`config.mk`:
```
export PLATFORM = sky130hd
export DESIGN_NAME = ps2_rx
export DESIGN_NICKNAME = d
export VERILOG_FILES = /design/src/rtl/ps2_pkg.sv /design/src/rtl/ps2_clk_filter.sv /design/src/rtl/ps2_rx.sv
export SDC_FILE = /design/constraint.sdc
export NUM_CORES = 1
export LEC_CHECK = 0
export CAP_MARGIN = 10
export CORE_MARGIN = 4
export CORE_UTILIZATION = 38
export CTS_CLUSTER_DIAMETER = 60
export DETAILED_ROUTE_END_ITERATION = 6
export GPL_TIMING_DRIVEN = 0
export PLACE_DENSITY_LB_ADDON = 0.3
export SYNTH_ARGS = -nofsm -noshare
export SYNTH_HDL_FRONTEND = slang
export SYNTH_SLANG_ARGS = --single-unit
```
`constraint.sdc`:
```
create_clock -name clk_sys -period 5.3 [get_ports clk_sys]
set_clock_uncertainty 0.15 [all_clocks]
set_input_delay 1.59 -clock clk_sys [delete_from_list [all_inputs] [get_ports clk_sys]]
set_output_delay 1.59 -clock clk_sys [all_outputs]
set_load 0.02 [all_outputs]
```
`src/rtl/ps2_pkg.sv`:
```
`default_nettype none
// ============================================================================
//  Module      : ps2_pkg
//  Description : Shared PS/2 definitions: receiver state encoding (one-hot),
//                frame data width, default frame timeout and the odd-parity
//                helper used by both ps2_rx and ps2_tx.
//  Revision    : 1.0 - initial release
// ============================================================================
package ps2_pkg;

  localparam int PS2_DATA_BITS   = 8;
  localparam int PS2_TIMEOUT_CYC = 100000;  // 2 ms at 50 MHz

  // Receiver states, one-hot
  localparam logic [3:0] c_ST_IDLE   = 4'b0001;
  localparam logic [3:0] c_ST_DATA   = 4'b0010;
  localparam logic [3:0] c_ST_PARITY = 4'b0100;
  localparam logic [3:0] c_ST_STOP   = 4'b1000;

  // Parity bit value that makes data plus parity contain an odd number of ones
  function automatic logic odd_parity(input logic [PS2_DATA_BITS-1:0] i_byte);
    return ~(^i_byte);
  endfunction

endpackage
`default_nettype wire

```
`src/rtl/ps2_clk_filter.sv`:
```
`default_nettype none
// ============================================================================
//  Module      : ps2_clk_filter
//  Description : 2-FF synchronisers for PS2_CLK / PS2_DATA, optional debounce
//                of the synced clock, and falling-edge detection.
//                Optional feature macro: PS2_RX_GLITCH_FILTER_EN
//                  defined   - synced clock level changes only after FILT_LEN
//                              consecutive samples of the new value
//                  undefined - edge detect works on the synchroniser output
//  Ports       : clk_sys     in   system clock
//                rst_n       in   asynchronous active-low reset
//                i_ps2_clk   in   raw PS/2 clock net
//                i_ps2_data  in   raw PS/2 data net
//                o_clk_fall  out  one-cycle pulse on a PS/2 clock falling edge
//                o_data      out  synchronised PS/2 data (never filtered)
//  Revision    : 1.0 - initial release
// ============================================================================
module ps2_clk_filter #(
  parameter int FILT_LEN = 8
) (
  input  logic clk_sys,
  input  logic rst_n,
  input  logic i_ps2_clk,
  input  logic i_ps2_data,
  output logic o_clk_fall,
  output logic o_data
);

  logic r_clk_s1, r_clk_s2;
  logic r_dat_s1, r_dat_s2;
  logic r_lvl_d;
  logic w_lvl;

  // Synchroniser stages reset high: idle bus level
  always_ff @(posedge clk_sys or negedge rst_n) begin
    if (!rst_n) begin
      r_clk_s1 <= 1'b1;
      r_clk_s2 <= 1'b1;
      r_dat_s1 <= 1'b1;
      r_dat_s2 <= 1'b1;
    end else begin
      r_clk_s1 <= i_ps2_clk;
      r_clk_s2 <= r_clk_s1;
      r_dat_s1 <= i_ps2_data;
      r_dat_s2 <= r_dat_s1;
    end
  end

`ifdef PS2_RX_GLITCH_FILTER_EN
  localparam int c_CW = (FILT_LEN > 1) ? $clog2(FILT_LEN) : 1;

  logic [c_CW-1:0] r_filt_cnt;
  logic            r_filt_lvl;

  // Count consecutive samples disagreeing with the accepted level; any
  // agreeing sample restarts the count, so short pulses never get through.
  always_ff @(posedge clk_sys or negedge rst_n) begin
    if (!rst_n) begin
      r_filt_cnt <= '0;
      r_filt_lvl <= 1'b1;
    end else if (r_clk_s2 == r_filt_lvl) begin
      r_filt_cnt <= '0;
    end else if (r_filt_cnt == c_CW'(FILT_LEN - 1)) begin
      r_filt_lvl <= r_clk_s2;
      r_filt_cnt <= '0;
    end else begin
      r_filt_cnt <= r_filt_cnt + 1'b1;
    end
  end

  assign w_lvl = r_filt_lvl;
`else
  assign w_lvl = r_clk_s2;
`endif

  always_ff @(posedge clk_sys or negedge rst_n) begin
    if (!rst_n) begin
      r_lvl_d <= 1'b1;
    end else begin
      r_lvl_d <= w_lvl;
    end
  end

  assign o_clk_fall = r_lvl_d & ~w_lvl;
  assign o_data     = r_dat_s2;

endmodule
`default_nettype wire

```
`src/rtl/ps2_rx.sv`:
```
`default_nettype none
// ============================================================================
//  Module      : ps2_rx
//  Description : PS/2 host-side receiver. Deserialises device-to-host frames
//                (start 0, 8 data LSB-first, odd parity, stop 1) into bytes.
//                Observes PS2_CLK / PS2_DATA only, never drives them.
//                Optional feature macro: PS2_RX_GLITCH_FILTER_EN (debounce of
//                the synchronised PS2_CLK, see ps2_clk_filter).
//  Ports       : clk_sys   in   50 MHz system clock
//                rst_n     in   asynchronous active-low reset
//                PS2_CLK   in   PS/2 clock net
//                PS2_DATA  in   PS/2 data net
//                rx_en     in   receive enable (low while ps2_tx is busy)
//                rd_valid  out  one-cycle pulse, rd_data holds a new byte
//                rd_data   out  last correctly received byte
//                rd_err    out  one-cycle pulse on parity/stop/timeout error
//                busy      out  frame in progress
//  Revision    : 1.0 - initial release
// ============================================================================
module ps2_rx
  import ps2_pkg::*;
#(
  parameter int TIMEOUT_CYC = PS2_TIMEOUT_CYC,
  parameter int FILT_LEN    = 8
) (
  input  logic                     clk_sys,
  input  logic                     rst_n,
  input  logic                     PS2_CLK,
  input  logic                     PS2_DATA,
  input  logic                     rx_en,
  output logic                     rd_valid,
  output logic [PS2_DATA_BITS-1:0] rd_data,
  output logic                     rd_err,
  output logic                     busy
);

  localparam int c_TW = $clog2(TIMEOUT_CYC + 1);
  localparam int c_BW = $clog2(PS2_DATA_BITS);

  logic                     w_clk_fall;
  logic                     w_data;
  logic                     w_tmo_hit;

  logic [3:0]               r_state;
  logic [c_BW-1:0]          r_bit_cnt;
  logic [PS2_DATA_BITS-1:0] r_shift;
  logic                     r_par;
  logic [c_TW-1:0]          r_tmo;
  logic                     r_valid;
  logic                     r_err;
  logic [PS2_DATA_BITS-1:0] r_data;

  ps2_clk_filter #(
    .FILT_LEN (FILT_LEN)
  ) u_clk_filter (
    .clk_sys    (clk_sys),
    .rst_n      (rst_n),
    .i_ps2_clk  (PS2_CLK),
    .i_ps2_data (PS2_DATA),
    .o_clk_fall (w_clk_fall),
    .o_data     (w_data)
  );

  assign w_tmo_hit = (r_tmo == c_TW'(TIMEOUT_CYC - 1));

  always_ff @(posedge clk_sys or negedge rst_n) begin
    if (!rst_n) begin
      r_state   <= c_ST_IDLE;
      r_bit_cnt <= '0;
      r_shift   <= '0;
      r_par     <= 1'b0;
      r_tmo     <= '0;
      r_valid   <= 1'b0;
      r_err     <= 1'b0;
      r_data    <= '0;
    end else begin
      r_valid <= 1'b0;
      r_err   <= 1'b0;
      if (!rx_en) begin
        // Silent abort: takes priority over a coincident stop edge
        r_state   <= c_ST_IDLE;
        r_bit_cnt <= '0;
        r_tmo     <= '0;
      end else if (r_state == c_ST_IDLE) begin
        r_tmo <= '0;
        // A falling edge with data high is a spurious start and is ignored
        if (w_clk_fall && !w_data) begin
          r_state   <= c_ST_DATA;
          r_bit_cnt <= '0;
          r_shift   <= '0;
        end
      end else if (w_clk_fall) begin
        // An edge beats a coincident timeout terminal count
        r_tmo <= '0;
        case (r_state)
          c_ST_DATA: begin
            r_shift   <= {w_data, r_shift[PS2_DATA_BITS-1:1]};
            r_bit_cnt <= r_bit_cnt + 1'b1;
            if (r_bit_cnt == c_BW'(PS2_DATA_BITS - 1)) begin
              r_state <= c_ST_PARITY;
            end
          end
          c_ST_PARITY: begin
            r_par   <= w_data;
            r_state <= c_ST_STOP;
          end
          c_ST_STOP: begin
            r_state <= c_ST_IDLE;
            if (w_data && (r_par == odd_parity(r_shift))) begin
              r_data  <= r_shift;
              r_valid <= 1'b1;
            end else begin
              r_err <= 1'b1;
            end
          end
          default: r_state <= c_ST_IDLE;
        endcase
      end else if (w_tmo_hit) begin
        // Device stalled mid-frame: drop the partial byte
        r_state <= c_ST_IDLE;
        r_tmo   <= '0;
        r_err   <= 1'b1;
      end else begin
        r_tmo <= r_tmo + 1'b1;
      end
    end
  end

  assign rd_valid = r_valid;
  assign rd_err   = r_err;
  assign rd_data  = r_data;
  assign busy     = (r_state != c_ST_IDLE);

endmodule
`default_nettype wire
```
==> run summary <==
design area - 2680 sq um
CTS Buf Count - 5
synth top area cells - dfrtp_1, dfstp_2, mux2_2
Clk Latency, worst-skew pair - 0.31 ns
switching fraction of total power - 30.7%
worst setup path endpoint - busy
max incr delay on CP - 0.62 ns
Initial DRC Count - 55
Horiz. Die Dim - 85.9 um
vias per inst - 5.21
CTS sink count - 48
Distinct cells, synth - 47
Least-Margin Pin Slew - 0.491 ns
Resized Gates After CTS - 0
Synth top cells by count - dfrtp_1, nand2_1, nor2_1
share of Yosys cell area claimed by the top area cell type - 45.6%
WP depth - 3
switching component of the power - 0.314 mW
dpl ws - 1.60 ns
antenna cells - 0
die area - 7380 sq um
Min-Delay Path Class - reg -> reg
Synth Net Count - 211
leakage - 1.13 nW
R2R setup slack - 3.07 ns
status - complete, no violations
share of layout cells above drive strength 1 - 18.5%
drt first pass iters - 4
Ports - 16
cell family with most CP delay - buffers and inverters
global-route wire length before repair - 7490 um
final hold vios - 0
worst vdd ir - 0.278 mV
fillcell total - 559
sequential power share - 45.0%
final routed DRC violation total - 0
Yosys top cell by area - dfrtp_1
fin. max-slew vios - 0
max-cap violations - 0
Synth-to-Final Area Change - 16.1%
EDFF count, synth - 0
Cell Area, Synth - 2310 sq um
GRT Overall Usage - 12.7%
Worst EP required - 3.56 ns
ys async rst share - 100%
clock power share - 26.3%
CTS tree - yes
mean post-synth cell area - 11.4 sq um
Worst slew margin - 67.3%
CTS root buf - clkbuf_8
Critical Path AT - 2.33 ns
pin count of the biggest net entering global routing - 31
Cell Area, Placed - 2560 sq um
worst reg2reg endpoint - r_state[1]
Setup TNS - 0 ns
Crit Reg-Reg Startpoint - r_state[0]
Final Power - 1.02 mW
post-synthesis sequential area ratio - 52.4%
cell count after synthesis - 203
most frequent cell after synthesis - dfrtp_1
CP Class - reg -> out
Power Dens Cells - 382 nW/um^2
detailed-placement wirelength estimate - 2970 um
Storage cell area - 1210 sq um
post-CTS setup buffers - 0
Pint - 0.708 mW
post-route ant nets - 0
CP bufs+invs - 2
initial antenna violation count - 0
Worst Setup End Kind - primary output
slowest CP cell - clkdlybuf4s50_1
unrepaired setup endpoints after global routing - no
hold buffer count at CTS - 0
Synth warnings - 0
Port-buffer cells - 15
CTS max path bufs - 2
CP Max Fanout - 10
final worst slack - 1.23 ns
Yosys reg bits - 48
Routed WL per cell - 13.9 um
R2R cell count - 4
DR vias - 1573
Critical Path Start Type - flop
vias in the first global route - 1561
final period utilization - 76.7%
# setup viols final - 0
core area - 5920 sq um
multi-input logic area - 1060 sq um
Die Ht - 85.9 um
Worst Setup SP - r_state[0]
maximum clock frequency - 246 MHz
Final Util - 45.2%
ys flop type - dfrtp_1
Final GP Congestion - 0.739
DRT Wirelength - 4180 um
Comb power frac - 28.7%
Reg clk slew, reported paths - 0.09 ns
Overflow after GRT - 0
number of nets in the layout - 234
site row count - 28
CP cell instances - or4b_1 -> clkbuf_1 -> clkdlybuf4s50_1
crit path time final - 4.07 ns
Initial Utilization - 38.9%
H-Tree Level Count - 2
[routing by layer]
metal	up-vias	global-route usage (%)	part of all wire, %
li1	767	-	-
met1	780	17.5	49
met2	20	19.2	46
met3	6	3.94	3.8
met4	0	3.88	1.2
met5	-	0	0
[sequential cells by signal (all words and copies together), names as in the netlist, 3 cells and up]
register / cells
r_state: 4
r_tmo: 17
rd_data: 8
r_shift: 8
r_bit_cnt: 3
[power groups by stage]
stage	Sequential, mW	Combinational [mW]	Clock, mW
global route	0.468	0.327	0.290
global placement	0.466	0.290	0
floorplan	0.453	0.238	0
finish	0.460	0.293	0.269
CTS	0.460	0.297	0.277
detailed placement	0.467	0.294	0
[stage by stage]
step	std cells	hold slack, ns
after CTS	302	0.203
after floorplan	203	0.195
after global placement	293	0.196
after detailed placement	294	0.197
final	302	0.202
after global routing	302	0.212
[cell usage in the layout (no fill, tap or decap), types with 2 or more instances in the layout]
cell type         n
a21oi_1           3
a22oi_1           2
buf_2             4
clkbuf_8          5
clkdlybuf4s50_1  14
dfrtp_1          42
dfstp_2           6
ha_1              3
inv_1             4
mux2_2           12
mux2i_1           2
nand2_1          23
nand2b_1          2
nand3_1           7
nand4_1           6
nand4bb_1         2
nor2_1           22
nor3_1            4
nor4_1            3
nor4bb_1          2
o21ai_0          10
o31ai_1           2
or2_2             2
or4_1             2
xnor2_1          11
xor2_1            5
[layout make-up]
class	count	share of cell area, %
buffer	5	0.982
tap	75	3.51
inverter	4	0.561
timing repair buffer	16	6.17
sequential	48	45.2
clock inverter	3	1.59
clock buffer	5	2.57
multi-input combinational	146	39.5
[worst min path at each step]
stage                     slack [ns]                     to  depth (start not counted)                  start
after global placement          0.20  u_clk_filter.r_clk_s2                          0  u_clk_filter.r_clk_s1
after floorplan                 0.20    u_clk_filter.o_data                          0  u_clk_filter.r_dat_s1
after detailed placement        0.20    u_clk_filter.o_data                          0  u_clk_filter.r_dat_s1
final                           0.20    u_clk_filter.o_data                          0  u_clk_filter.r_dat_s1
after CTS                       0.20    u_clk_filter.o_data                          0  u_clk_filter.r_dat_s1
after global routing            0.21    u_clk_filter.o_data                          0  u_clk_filter.r_dat_s1
[logic make-up (layout without fill, tap and decap cells)]
family | after synthesis | after routing | share of synthesized area [%]
simple gates | 87 | 87 | 21.0
buf+inv | 9 | 33 | 1.79
flops | 48 | 48 | 52.4
mux | 15 | 15 | 7.70
fa+ha+maj | 3 | 3 | 1.63
xor+xnor | 19 | 19 | 9.12
compound gates | 22 | 22 | 6.35
Power figures use the tool's default switching activity.
